## config.mk

```make
export PLATFORM = sky130hd
export DESIGN_NAME = ram_arbiter
export DESIGN_NICKNAME = d
export VERILOG_FILES = /design/src/rtl/cpu_types_pkg.sv /design/src/rtl/rr_pick.sv /design/src/rtl/ram_arbiter.sv
export SDC_FILE = /design/constraint.sdc
export NUM_CORES = 1
export LEC_CHECK = 0
export CAP_MARGIN = 15
export CORE_AREA = 4 4 158 160
export CTS_BUF_LIST = sky130_fd_sc_hd__clkbuf_2 sky130_fd_sc_hd__clkbuf_4 sky130_fd_sc_hd__clkbuf_8
export CTS_CLUSTER_SIZE = 8
export DETAILED_ROUTE_END_ITERATION = 8
export DIE_AREA = 0 0 162 164
export PLACE_DENSITY = 0.5
export SLEW_MARGIN = 20
export SYNTH_ARGS = -nofsm -noshare
export SYNTH_HDL_FRONTEND = slang
export SYNTH_HIERARCHICAL = 1
export SYNTH_SLANG_ARGS = --single-unit
```

## constraint.sdc

```tcl
create_clock -name CLK -period 1.9 [get_ports CLK]
set_clock_uncertainty 0.15 [all_clocks]
set_input_delay 0.285 -clock CLK [delete_from_list [all_inputs] [get_ports CLK]]
set_output_delay 0.285 -clock CLK [all_outputs]
set_load 0.02 [all_outputs]
```

## src/rtl/cpu_types_pkg.sv

```systemverilog
// Shared CPU/memory types: word width, RAM model status and the RAM arbiter state encoding.
package cpu_types_pkg;

  typedef logic [31:0] word_t;

  typedef enum logic [1:0] {
    FREE   = 2'b00,
    BUSY   = 2'b01,
    ACCESS = 2'b10,
    ERROR  = 2'b11
  } ramstate_t;

  typedef enum logic [1:0] {
    ARB_IDLE = 2'b00,
    ARB_OWN  = 2'b01,
    ARB_ERR  = 2'b10
  } arb_state_t;

endpackage

```

## src/rtl/rr_pick.sv

```systemverilog
// Round-robin pick: first set request scanning ptr+1, ptr+2, ... modulo NREQ.
module rr_pick #(
  parameter int  NREQ = 4,
  localparam int IW   = (NREQ > 1) ? $clog2(NREQ) : 1
) (
  input  logic [NREQ-1:0] req_i,
  input  logic [IW-1:0]   ptr_i,
  output logic [IW-1:0]   pick_o,
  output logic            any_req_o
);

  assign any_req_o = |req_i;

  // Scan from the farthest slot down so the nearest set request is the last one written.
  always_comb begin
    int          idx;
    logic [IW-1:0] idx_l;
    idx    = 0;
    idx_l  = '0;
    pick_o = '0;
    for (int i = NREQ; i >= 1; i--) begin
      idx = int'(ptr_i) + i;
      if (idx >= NREQ) idx = idx - NREQ;
      idx_l = IW'(idx);
      if (req_i[idx_l]) pick_o = idx_l;
    end
  end

endmodule

```

## src/rtl/ram_arbiter.sv

```systemverilog
// Round-robin owner of the single RAM port; a grant is held until its owner drops its request,
// and a watchdog moves to an error state if the RAM stops answering.
module ram_arbiter
  import cpu_types_pkg::*;
#(
  parameter int  NREQ    = 4,
  parameter int  TIMEOUT = 64,
  localparam int IW      = (NREQ > 1) ? $clog2(NREQ) : 1
) (
  input  logic            CLK,
  input  logic            nRST,
  input  logic [NREQ-1:0] req_ren,
  input  logic [NREQ-1:0] req_wen,
  input  word_t           req_addr  [NREQ],
  input  word_t           req_store [NREQ],
  output logic [NREQ-1:0] req_wait,
  output word_t           req_load,
  output logic            ramREN,
  output logic            ramWEN,
  output word_t           ramaddr,
  output word_t           ramstore,
  input  ramstate_t       ramstate,
  input  word_t           ramload,
  input  logic            err_clr,
  output logic            grant_valid,
  output logic [IW-1:0]   grant_id,
  output logic            arb_err,
  output arb_state_t      dbg_state
);

  localparam int CW = $clog2(TIMEOUT + 1);

  arb_state_t      state_q, state_d;
  logic [IW-1:0]   gnt_q, gnt_d;
  logic [IW-1:0]   rr_q, rr_d;
  logic [CW-1:0]   cnt_q, cnt_d;
  logic [NREQ-1:0] req;
  logic [IW-1:0]   pick;
  logic            any_req;

  assign req       = req_ren | req_wen;
  assign dbg_state = state_q;

  rr_pick #(.NREQ(NREQ)) u_pick (
    .req_i     (req),
    .ptr_i     (rr_q),
    .pick_o    (pick),
    .any_req_o (any_req)
  );

  always_ff @(posedge CLK or negedge nRST) begin
    if (!nRST) begin
      state_q <= ARB_IDLE;
      gnt_q   <= '0;
      rr_q    <= IW'(NREQ - 1);
      cnt_q   <= '0;
    end else begin
      state_q <= state_d;
      gnt_q   <= gnt_d;
      rr_q    <= rr_d;
      cnt_q   <= cnt_d;
    end
  end

  // Handshake: a requester holds ren/wen (with addr/store) stable; a word moves in
  // every cycle its req_wait is 0, and dropping both enables releases the grant.
  always_comb begin
    state_d     = state_q;
    gnt_d       = gnt_q;
    rr_d        = rr_q;
    cnt_d       = cnt_q;
    ramREN      = 1'b0;
    ramWEN      = 1'b0;
    ramaddr     = '0;
    ramstore    = '0;
    req_wait    = '1;
    req_load    = '0;
    grant_valid = 1'b0;
    grant_id    = '0;
    arb_err     = 1'b0;
    unique case (state_q)
      ARB_IDLE: begin
        cnt_d = '0;
        if (any_req) begin
          gnt_d   = pick;
          state_d = ARB_OWN;
        end
      end
      ARB_OWN: begin
        grant_valid     = 1'b1;
        grant_id        = gnt_q;
        ramaddr         = req_addr[gnt_q];
        req_wait[gnt_q] = (ramstate != ACCESS);
        if (req_wen[gnt_q]) begin
          ramWEN   = 1'b1;
          ramstore = req_store[gnt_q];
        end else begin
          ramREN   = req_ren[gnt_q];
          req_load = req_ren[gnt_q] ? ramload : '0;
        end
        // The counter leaves for ARB_ERR before it can pass TIMEOUT-1, so it never wraps.
        if (ramstate == ERROR) begin
          state_d = ARB_ERR;
          cnt_d   = '0;
        end else if (!req[gnt_q]) begin
          state_d = ARB_IDLE;
          rr_d    = gnt_q;
          cnt_d   = '0;
        end else if (ramstate == ACCESS) begin
          cnt_d = '0;
        end else if (cnt_q == CW'(TIMEOUT - 1)) begin
          state_d = ARB_ERR;
          cnt_d   = '0;
        end else begin
          cnt_d = cnt_q + 1'b1;
        end
      end
      ARB_ERR: begin
        arb_err = 1'b1;
        cnt_d   = '0;
        if (err_clr) state_d = ARB_IDLE;
      end
      default: begin
        state_d = ARB_IDLE;
        cnt_d   = '0;
      end
    endcase
  end

endmodule

```

==> flow_summary.toml <==
[timing]
final_hold_viol_count = 0
min_period_over_period_pct = 128
setup_violation_total_in_the_final_timing_report = 108
finalHoldWorstSlack_ns = 0.261
timing.fmax_mhz = 411
setup_tns_ns = -45.82
finalMaxSlewViolations = 0
worstMarginPinSlew_ns = 0.579
timing.final.ws_setup_ns = -0.535
slew_headroom_pct = 61.3
fin_crit_ns = 2.43
grt_setup_unrepaired = "yes"

[finish]
fin_area_um2 = 7950
final_core_utilization_pct = 34.0
final_layout_size_suffix_gt1_share_pct = 40.8
syn2layout_area_growth_pct = 158
final_common_cell = "sky130_fd_sc_hd__clkdlybuf4s50_1"
leading_cell_types_in_the_layout_fill_and_taps_excluded = "sky130_fd_sc_hd__clkdlybuf4s50_1 (302), sky130_fd_sc_hd__mux4_2 (68), sky130_fd_sc_hd__buf_4 (56), sky130_fd_sc_hd__buf_2 (49), sky130_fd_sc_hd__and3_1 (32)"
num-fill-cells = 2447
num-nets-final = 1016

[clock_network]
cts.reportedPaths.clkPinSlew_ns = 0.05
cts-buffers-inserted = 3
cts_max_path_buffers = 2
sink_count = 13
library_cell_used_as_clock_root_buffer = "sky130_fd_sc_hd__clkbuf_8"
number_of_levels_in_the_clock_h_tree = 1
clock_tree_from_tritoncts = "done"
clock_insertion_delay_worst_skew_ns = 0.24

[flow_run]
timing.max_cap.violations = 0

[setup_path]
regToRegStartpoint = "gnt_q[0]"
worst_setup_path_startpoint = "gnt_q[0]"
worstSetupEndpointType = "primary output"
cp_data_required_time_ns = 1.46
worst-path-max-fanout = 33
arr_time_crit_path_ns = 2.00
sort_of_element_at_the_start_of_the_critical_path = "flop"
crit_type = "reg2out"

[route]
wl_per_cell_um = 23.1
antenna_left = 0
remaining_drc_errors = 0
vias = 4328
detailedRoute.firstIterationViolations = 193
routed_wirelength_um = 24000
viasPerCell = 4.17
drtPass1Iterations = 4

[global_route]
globalRouteTotalUtil_pct = 16.3
grt_pass1_wl_um = 32400
vias_in_the_first_global_route = 4733
grt.overflow.total = 0
antenna_found_initial = 7
grt_start_max_net_pins = 39

[synthesis]
yosysWarningCount = 6
syn-cell-area_um2 = 3080
synth_area_leaders = "sky130_fd_sc_hd__mux4_2 (50%), sky130_fd_sc_hd__and2_1 (13%), sky130_fd_sc_hd__dfrtp_1 (8.9%), sky130_fd_sc_hd__and3_1 (6.9%), sky130_fd_sc_hd__buf_6 (2.9%)"
netlist-cell-type-count = 36
mean_cell_area_of_the_mapped_netlist_um2 = 11.0
synth_top_area_share_pct = 49.7
cells_after_synth = 280
synthesis.nets = 582
yosys.area.top_type = "sky130_fd_sc_hd__mux4_2"
seq_area_frac_synth_pct = 10.6
synth-seq-cells = 13

[floorplan]
fp-row-count = 56
initial_util_pct = 13.2
die_area_um2 = 26600
die_height_um = 164
boundaryPins = 409
chipWidth_um = 162
core_area_um2 = 23400

[placement]
place_area_um2 = 7720
dp_hpwl_um = 20200
dp_worst_setup_slack_ns = -0.886
buffer_ports.inserted = 408
place.gp.congestion = 0.905

[power]
static_leak_nw = 3.33
power_per_standard_cell_area_nw_per_um2 = 1170
vdd_ir_drop_max_uv = 481

[outcome]
failing_checks = "setup timing"
outcome = "finished with violations"

[hold_path]
hp-class = "in2async"
final cells by class:
| cell class | count | area (µm²) | share of cell area [%] |
|---|---|---|---|
| inverters | 9 | 36.3 | 0.456 |
| repair buffers | 458 | 4440 | 55.9 |
| well taps | 319 | 399 | 5.02 |
| multi-input cells | 229 | 2680 | 33.6 |
| flip-flops and latches | 13 | 335 | 4.22 |
| clock buffers | 4 | 48.8 | 0.614 |
| diodes | 5 | 12.5 | 0.157 |
cells in the mapped netlist:
master                     instances
sky130_fd_sc_hd__mux4_2           68
sky130_fd_sc_hd__and2_1           66
sky130_fd_sc_hd__and3_1           34
sky130_fd_sc_hd__nor2_1           15
sky130_fd_sc_hd__clkbuf_1         12
sky130_fd_sc_hd__dfrtp_1          11
sky130_fd_sc_hd__nand2_1           9
sky130_fd_sc_hd__buf_6             8
sky130_fd_sc_hd__inv_1             8
sky130_fd_sc_hd__buf_2             6
sky130_fd_sc_hd__nand3_1           5
sky130_fd_sc_hd__mux2_2            4
sky130_fd_sc_hd__nand2b_1          4
sky130_fd_sc_hd__a21oi_1           3
sky130_fd_sc_hd__xnor2_1           3
sky130_fd_sc_hd__buf_4             2
sky130_fd_sc_hd__dfstp_2           2
sky130_fd_sc_hd__nor4_1            2
sky130_fd_sc_hd__a21o_1            1
sky130_fd_sc_hd__a21oi_2           1
sky130_fd_sc_hd__a31oi_1           1
sky130_fd_sc_hd__a32oi_1           1
sky130_fd_sc_hd__and2b_1           1
sky130_fd_sc_hd__buf_1             1
sky130_fd_sc_hd__clkinv_1          1
sky130_fd_sc_hd__ha_1              1
sky130_fd_sc_hd__mux2i_1           1
sky130_fd_sc_hd__nand3b_1          1
sky130_fd_sc_hd__nor2_4            1
sky130_fd_sc_hd__nor2b_1           1
sky130_fd_sc_hd__nor3b_1           1
sky130_fd_sc_hd__o21ai_0           1
sky130_fd_sc_hd__o221ai_2          1
sky130_fd_sc_hd__o311ai_1          1
sky130_fd_sc_hd__or3_1             1
sky130_fd_sc_hd__xor2_1            1
sequential cells by signal (all words and copies together) (netlist names):
register and count:
rr_q 2, cnt_q 7, dbg_state 2, gnt_q 2
logic make-up after synthesis:
family	count (synthesis)	synth area share, %
compound gates	10	2.44
xor+xnor	4	1.14
fa+ha+maj	1	0.406
buf+inv	38	7.07
flops	13	10.6
mux	73	51.5
simple gates	141	26.8
power breakdown:
group / internal [W] / switching, W / leakage [nW] / total (W)
Sequential: 0.000382 / 0.000120 / 0.164 / 0.000502
Combinational: 0.00466 / 0.00391 / 3.14 / 0.00857
Clock: 0.000162 / 0.0000980 / 0.0262 / 0.000260
Total: 0.00520 / 0.00413 / 3.33 / 0.00933
critical path, cell delays in order (launching register included):
cell and delay [ns]:
sky130_fd_sc_hd__dfrtp_4 0.48, sky130_fd_sc_hd__buf_6 0.12, sky130_fd_sc_hd__mux4_2 0.49, sky130_fd_sc_hd__nand2_2 0.09, sky130_fd_sc_hd__nor2_4 0.05, sky130_fd_sc_hd__buf_12 0.15
sky130_fd_sc_hd__and2_2 0.19, sky130_fd_sc_hd__buf_2 0.15
metal layers:
metal  up-vias  share of wire [%]  GRT usage [%]
met5         -               0.16              0
met4         6                1.7           4.11
met2       241                 54           30.9
li1       1954                  -              -
met1      2102                 35           17.8
met3        25                9.5           4.97
through the flow:
stage / total power [W] / instances
floorplan: 0.00493 / 280
global placement: 0.00846 / 1005
detailed placement: 0.00850 / 1005
CTS: 0.00908 / 1026
global route: 0.00989 / 1035
finish: 0.00933 / 1037
worst paths after layout:
kind	endpoint	slack, ns	cells after the start
min in group CLK	cnt_q[0]	0.32	1
worst min-delay path	dbg_state[1]	0.26	1
worst min register to register	cnt_q[0]	0.32	1
worst max register to register	rr_q[1]	-0.02	5
worst max-delay path	req_load[19]	-0.53	7
max in group asynchronous	gnt_q[1]	0.91	1
what timing repair did:
action,CTS,global route
gates cloned,5,2
setup endpoints to repair,112,114
pin swaps,3,4
buffers inserted,12,5
hold buffers,0,0
resized for setup,442,60
Note: power is estimated with default switching activity, not from simulation.
